`config.mk`:
```
export PLATFORM = sky130hd
export DESIGN_NAME = fetch_unit
export DESIGN_NICKNAME = d
export VERILOG_FILES = /design/src/rtl/fetch_unit.sv
export SDC_FILE = /design/constraint.sdc
export NUM_CORES = 1
export LEC_CHECK = 0
export BUFFER_PORTS_ARGS = -buffer_cell sky130_fd_sc_hd__buf_2
export CORE_MARGIN = 4
export CORE_UTILIZATION = 55
export CTS_BUF_LIST = sky130_fd_sc_hd__clkbuf_8
export DETAILED_ROUTE_END_ITERATION = 8
export PLACE_DENSITY = 0.92
export SLEW_MARGIN = 40
export SYNTH_ARGS = -nofsm -noshare
export SYNTH_HDL_FRONTEND = slang
export SYNTH_SLANG_ARGS = --single-unit
```
`constraint.sdc`:
```
create_clock -name clk -period 5 [get_ports clk]
set_input_delay 0.75 -clock clk [delete_from_list [all_inputs] [get_ports clk]]
set_output_delay 0.75 -clock clk [all_outputs]
set_load 0.01 [all_outputs]
```
`src/rtl/fetch_unit.sv`:
```
// Instruction fetch sequencer: walks the program counter through a synchronous
// instruction memory and hands each word to the control unit until a halt word.
module fetch_unit #(
  parameter int          ADDR_W    = 8,
  parameter int          MEM_LAT   = 1,
  parameter logic [15:0] HALT_WORD = 16'hFFFF
) (
  input  logic              clk,
  input  logic              reset,
  input  logic              start,
  input  logic [ADDR_W-1:0] start_addr,
  input  logic              pause,
  input  logic [15:0]       mem_rdata,
  input  logic              done,
  output logic              mem_rd,
  output logic [ADDR_W-1:0] mem_addr,
  output logic [15:0]       instruction,
  output logic              run,
  output logic [ADDR_W-1:0] pc,
  output logic              busy,
  output logic              halted,
  output logic [15:0]       retired
);

  localparam int CNT_W = (MEM_LAT > 1) ? $clog2(MEM_LAT) : 1;

  typedef enum logic [2:0] {
    S_IDLE = 3'd0,
    S_REQ  = 3'd1,
    S_WAIT = 3'd2,
    S_EXEC = 3'd3,
    S_HALT = 3'd4
  } state_t;

  state_t            r_state;
  logic [ADDR_W-1:0] r_pc;
  logic [15:0]       r_instr;
  logic [15:0]       r_retired;
  logic [CNT_W-1:0]  r_cnt;
  logic              r_run;
  logic              r_mem_rd;
  logic              r_busy;
  logic              r_halted;

  // Sequencer state machine; every output is a register so run drops on the done edge itself
  always_ff @(posedge clk or posedge reset) begin
    if (reset) begin
      r_state   <= S_IDLE;
      r_pc      <= '0;
      r_instr   <= 16'h0000;
      r_retired <= 16'h0000;
      r_cnt     <= '0;
      r_run     <= 1'b0;
      r_mem_rd  <= 1'b0;
      r_busy    <= 1'b0;
      r_halted  <= 1'b0;
    end else begin
      case (r_state)
        S_IDLE, S_HALT: begin
          if (start) begin
            r_pc     <= start_addr;
            r_mem_rd <= 1'b1;
            r_busy   <= 1'b1;
            r_halted <= 1'b0;
            r_state  <= S_REQ;
          end
        end
        S_REQ: begin
          r_mem_rd <= 1'b0;
          r_cnt    <= CNT_W'(MEM_LAT - 1);
          r_state  <= S_WAIT;
        end
        S_WAIT: begin
          if (r_cnt != '0) begin
            r_cnt <= r_cnt - CNT_W'(1);
          end else if (mem_rdata == HALT_WORD) begin
            // Halt word is never issued: instruction and pc keep their values
            r_busy   <= 1'b0;
            r_halted <= 1'b1;
            r_state  <= S_HALT;
          end else begin
            r_instr <= mem_rdata;
            r_run   <= 1'b1;
            r_state <= S_EXEC;
          end
        end
        S_EXEC: begin
          if (done) begin
            r_run     <= 1'b0;
            r_pc      <= r_pc + ADDR_W'(1);
            r_retired <= r_retired + 16'd1;
            if (pause) begin
              r_busy  <= 1'b0;
              r_state <= S_IDLE;
            end else begin
              r_mem_rd <= 1'b1;
              r_state  <= S_REQ;
            end
          end
        end
        default: begin
          r_run    <= 1'b0;
          r_mem_rd <= 1'b0;
          r_busy   <= 1'b0;
          r_halted <= 1'b0;
          r_state  <= S_IDLE;
        end
      endcase
    end
  end

  assign mem_rd      = r_mem_rd;
  assign mem_addr    = r_pc;
  assign instruction = r_instr;
  assign run         = r_run;
  assign pc          = r_pc;
  assign busy        = r_busy;
  assign halted      = r_halted;
  assign retired     = r_retired;

endmodule

```
---- Yosys cells after proc, flatten, opt, wreduce, memory -nomap -nowiden ----
Index checks and enable logic that the tools add are counted.
word-level totals
  bits in registers ....................... 48
  bits of input ports ..................... 29
cells by class
  $add $sub $neg .......................... 3
  equal/unequal tests ..................... 12
  muxes and demuxes ....................... 28
  bitwise operators ....................... 6
  reduce and logical (&&, ||, !) cells .... 14
operator list
  kind                   number
  $add 16x1->16 const B  1
  $eq 16x16->1 const B   1
  $mux 8                 2
  $pmux 8 s2             1
  $mux 1                 15
  $ne 2x2->1 const B     7
  $mux 3                 4
  $pmux 3 s4             1
  $reduce_and 4->1       3
  $pmux 1 s3             3
  $reduce_and 3->1       3
  $add 8x1->8 const B    1
  $eq 3x2->1 const B     2
  $not 1->1              6
  $reduce_and 6->1       1
  $pmux 1 s4             1
  $reduce_bool 2->1      2
  $reduce_or 2->1        2
  $eq 3x1->1 const B     1
  $eq 3x3->1 const B     1
  $logic_not 3->1        1
  $reduce_or 3->1        1
  $pmux 1 s2             1
  $reduce_and 2->1       1
  $sub 1x1->1 const B    1

---- Longest topological paths before layout ----
  word-level depth ........................ 4
  mapped depth ............................ 7
  depth with buffers taken out ............ 5

---- Worst setup path after synthesis ----
No wires, ideal clock.
  path type ............................... input -> register
  start ................................... in mem_rdata[14]
  end ..................................... reg r_instr[15] (netlist: instruction[15])
  library setup time ...................... 125 ps
  arrival ................................. 1845 ps
  data required time ...................... 4875 ps
  slack ................................... 3030 ps
  cell stages on the path ................. 5
  buffers on the path ..................... 1
  path through ............................ nand4_1 -> nor4_4 -> nor3_4 -> buf_6 -> mux2_4
on the way
  longest elaborated chain between the ends .. 3
RTL lines
  item                        line  RTL
  from (decl)                 13    input logic [15:0] mem_rdata,
  $eq 16x16->1                76    end else if (mem_rdata == HALT_WORD) begin
  $not 1->1 (no line)         --
  $reduce_and 3->1 (no line)  --
  to (signal assigned)        82    r_instr <= mem_rdata;
  to (decl)                   37    logic [15:0] r_instr;
No other way between the ends.
A chain may end at the register's enable or synchronous reset.

---- Worst setup path in the final report ----
  start ................................... reg r_state[1]
  end ..................................... reg r_instr[11] (netlist: instruction[11])
on the way
  longest elaborated chain between the ends .. 2
RTL lines
  item                        line  RTL
  from (decl)                 35    state_t r_state;
  from (signal assigned)      48    r_state <= S_IDLE;
  from (signal assigned)      65    r_state <= S_REQ;
  from (signal assigned)      71    r_state <= S_WAIT;
  $eq 3x2->1                  58    case (r_state)
  $reduce_and 3->1 (no line)  --
No other way between the ends.

==> qor.json <==
{
  "global_route": {
    "first_pass_grt_wire_length_um": 8300,
    "groute.usage.overall_pct": 19.9,
    "globalRouteOverflowTotal": 0,
    "first_global_vias": 1813,
    "grt_start_max_net_pins": 48,
    "grt_antenna_before_repair": 0
  },
  "power": {
    "share_comb_of_total_power_pct": 44.0,
    "p_leak_nw": 1.38,
    "power_frac_clock_pct": 14.2,
    "net-switching-power_uw": 612,
    "cellInternalPower_uw": 977,
    "vdd_drop_max_mv": 0.307,
    "power_density_mw_per_mm2": 579,
    "power.switching_fraction_pct": 38.5,
    "power.share.sequential_pct": 41.9
  },
  "synth": {
    "synth_area_mm2": 0.00229,
    "syn_area_per_cell_um2": 11.3,
    "synthesis.nets": 233,
    "netlist-cell-type-count": 42,
    "postSynth.asyncResetShare_pct": 100,
    "synthFlopType": "sky130_fd_sc_hd__dfrtp_1",
    "warnings_synthesis": 0,
    "post_synthesis_sequential_area_ratio_pct": 51.3,
    "postSynthCellCount": 202,
    "synth-edff-count": 0,
    "yosys_register_bits": 47
  },
  "run_status": {
    "run_status": "complete, no violations"
  },
  "routing": {
    "met3_wirelength_um": 398,
    "number_of_detailed_routing_iterations_run_before_antenna_repair": 5,
    "drc": 0,
    "routed-wl-met2_um": 2300,
    "via_per_inst": 5.57,
    "top_layer_used": "met4",
    "detail_route.wl_per_cell_um": 14.8,
    "antenna_left": 0,
    "vias": 1804,
    "detail_route.wirelength_um": 4780,
    "wirelength_met1_um": 2020,
    "dr.first_iter.drc_count": 97
  },
  "floorplanning": {
    "floorplan.core_area_mm2": 0.00403,
    "top_level_ports": 81,
    "placementRows": 23,
    "dieWidth_um": 72.6,
    "initial_utilization_pct": 56.9,
    "fp.dieArea_mm2": 0.00526,
    "die_y_um": 72.6
  },
  "timing": {
    "finalCritPeriodShare_pct": 42.6,
    "report.final.hold_viol_count": 0,
    "period_needed_ns": 2.13,
    "final-max-slew-violation-count": 0,
    "finalClockSkew_ns": 0.00455,
    "setup_viol": 0,
    "fin_hold_ws_ns": 0.470,
    "tightest_slew_ns": 0.619,
    "setup_tns_ns": 0,
    "max-slew-margin-rel_pct": 58.7,
    "grt_setup_unrepaired": "no",
    "fmax_mhz": 470
  },
  "clocking": {
    "cts_resized": 0,
    "postCtsSetupRepairBufs": 0,
    "numClockSinks": 47,
    "clock_insertion_delay_worst_skew_ns": 0.30,
    "numCtsBuffers": 5,
    "path_clk_slew_ns": 0.08,
    "cts_max_level": 2,
    "clockRootBuffer": "sky130_fd_sc_hd__clkbuf_8",
    "clock_tree_from_tritoncts": "yes",
    "clk_path_buf_depth": 2,
    "cts_hold_buffers": 0
  },
  "placed_design": {
    "dp_hpwl_um": 3590,
    "gp_routability_congestion": 0.853,
    "port_buffers": 80
  },
  "critical_path": {
    "criticalPathCategory": "flip-flop to flip-flop",
    "crit_path_start_kind": "flip-flop",
    "crit_required_ns": 5.19,
    "cp_max_fo": 14,
    "sort_of_element_at_the_end_of_the_critical_path": "flip-flop",
    "cp.arrival_ns": 2.32
  },
  "finish": {
    "proportion_of_layout_cells_with_a_drive_suffix_above_1_pct": 40.9,
    "insertedDiodeCount": 0,
    "final_net_count": 305,
    "syn2layout_area_growth_pct": 19.7
  },
  "run": {
    "maxCapViolCount": 0
  },
  "worst_hold_path": {
    "min_delay_path_class": "flip-flop to flip-flop"
  }
}
kinds of logic after synthesis:
group / after synthesis / synth area share [%]
and+or+nand+nor: 68 / 17.6
xor gates and xnor gates: 15 / 5.73
AOI/OAI and AO/OA: 32 / 9.12
buffers and inverters: 21 / 5.73
muxes: 17 / 9.44
adders and majority gates: 2 / 1.09
DFF: 47 / 51.3
worst max-delay path: stages, from the launching register on:
cell	delay [ns]
sky130_fd_sc_hd__dfrtp_1	0.60
sky130_fd_sc_hd__nand2b_1	0.30
sky130_fd_sc_hd__nor3_4	0.54
sky130_fd_sc_hd__buf_6	0.23
sky130_fd_sc_hd__mux2_2	0.34
through the flow:
| step | total power, mW | util [%] | worst slack (ns) | cells | instance area, um2 |
|---|---|---|---|---|---|
| 2_1_floorplan | 1.18 | - | 3.03 | 202 | 2290 |
| 3_5_place_dp | 1.38 | 65.9 | 2.75 | 317 | 2660 |
| 4_1_cts | 1.60 | 68.1 | 2.86 | 324 | 2740 |
| 6_report | 1.59 | 68.1 | 2.87 | 324 | 2740 |
| 5_1_grt | 1.72 | 68.1 | 2.65 | 324 | 2740 |
| 3_3_place_gp | 1.34 | 65.6 | 2.65 | 316 | 2640 |
registers in the layout, summed over array words and instances, names as in the netlist:
name / count
r_state: 3
retired: 16
instruction: 16
busy: 1
mem_rd: 1
halted: 1
mem_addr: 8
run: 1
power by group through the flow:
stage | registers (mW) | clock network, mW | logic, mW
2_1_floorplan | 0.688 | 0 | 0.497
3_3_place_gp | 0.662 | 0 | 0.681
3_5_place_dp | 0.673 | 0 | 0.706
4_1_cts | 0.666 | 0.229 | 0.710
5_1_grt | 0.695 | 0.248 | 0.778
6_report | 0.666 | 0.225 | 0.699
synthesized netlist by cell type (3+ instances only):
library cell | count | area (um2)
sky130_fd_sc_hd__buf_4 | 9 | 67.6
sky130_fd_sc_hd__mux2_4 | 7 | 105
sky130_fd_sc_hd__o21ai_0 | 6 | 30.0
sky130_fd_sc_hd__mux2_2 | 9 | 101
sky130_fd_sc_hd__nand2_1 | 15 | 56.3
sky130_fd_sc_hd__nand3_1 | 12 | 60.1
sky130_fd_sc_hd__a31oi_1 | 3 | 18.8
sky130_fd_sc_hd__a21oi_1 | 10 | 50.1
sky130_fd_sc_hd__dfrtp_1 | 47 | 1180
sky130_fd_sc_hd__and3_1 | 6 | 37.5
sky130_fd_sc_hd__buf_2 | 3 | 15.0
sky130_fd_sc_hd__nand4_1 | 7 | 43.8
sky130_fd_sc_hd__xnor2_1 | 10 | 87.6
sky130_fd_sc_hd__xor2_1 | 5 | 43.8
sky130_fd_sc_hd__nor2_1 | 10 | 37.5
sky130_fd_sc_hd__inv_1 | 5 | 18.8
sky130_fd_sc_hd__nand2b_1 | 4 | 25.0
routing by layer:
metal | vias to the layer above | global-route usage (%)
met2 | 67 | 31.2
met3 | 9 | 5.54
met5 | - | 0
met1 | 869 | 26.6
li1 | 859 | -
met4 | 0 | 6.97
cell usage in the layout (no fill, tap or decap), types with 2 or more instances in the layout:
cell type | synthesis | routed
sky130_fd_sc_hd__buf_2 | 3 | 80
sky130_fd_sc_hd__dfrtp_1 | 47 | 47
sky130_fd_sc_hd__nand2_1 | 15 | 15
sky130_fd_sc_hd__nand3_1 | 12 | 12
sky130_fd_sc_hd__xnor2_1 | 10 | 10
sky130_fd_sc_hd__nor2_1 | 10 | 10
sky130_fd_sc_hd__a21oi_1 | 10 | 10
sky130_fd_sc_hd__mux2_2 | 9 | 9
sky130_fd_sc_hd__nand4_1 | 7 | 7
sky130_fd_sc_hd__mux2_4 | 7 | 7
sky130_fd_sc_hd__and3_1 | 6 | 6
sky130_fd_sc_hd__o21ai_0 | 6 | 6
sky130_fd_sc_hd__clkbuf_8 | 0 | 6
sky130_fd_sc_hd__xor2_1 | 5 | 5
sky130_fd_sc_hd__nand2b_1 | 4 | 4
sky130_fd_sc_hd__inv_1 | 5 | 4
sky130_fd_sc_hd__a31oi_1 | 3 | 3
sky130_fd_sc_hd__and4_1 | 2 | 2
sky130_fd_sc_hd__nor3_2 | 2 | 2
sky130_fd_sc_hd__o22a_1 | 2 | 2
sky130_fd_sc_hd__a22oi_1 | 2 | 2
sky130_fd_sc_hd__a2bb2oi_1 | 2 | 2
sky130_fd_sc_hd__or3_1 | 2 | 2
sky130_fd_sc_hd__ha_1 | 2 | 2
path summary, 6_finish.rpt:
kind | startpoint | end | slack, ns | cells after the start
setup / recovery | r_state[1] | instruction[11] | 2.87 | 4
hold / removal | retired[15] | retired[15] | 0.47 | 1
setup reg to reg | r_state[1] | instruction[11] | 2.87 | 4
hold reg to reg | retired[15] | retired[15] | 0.47 | 1
max in group asynchronous | reset | retired[12] | 4.11 | 2
min in group asynchronous | reset | instruction[13] | 0.50 | 2
cell type report:
cell class / instances / area [um2]
multi-input combinational: 134 / 985
fill: 321 / 1280
timing repair buffer: 81 / 412
inverter: 5 / 21.3
clock buffer: 6 / 82.6
tap: 50 / 62.6
sequential: 47 / 1180
clock inverter: 1 / 5.00
(Power assumes the default switching activity.)
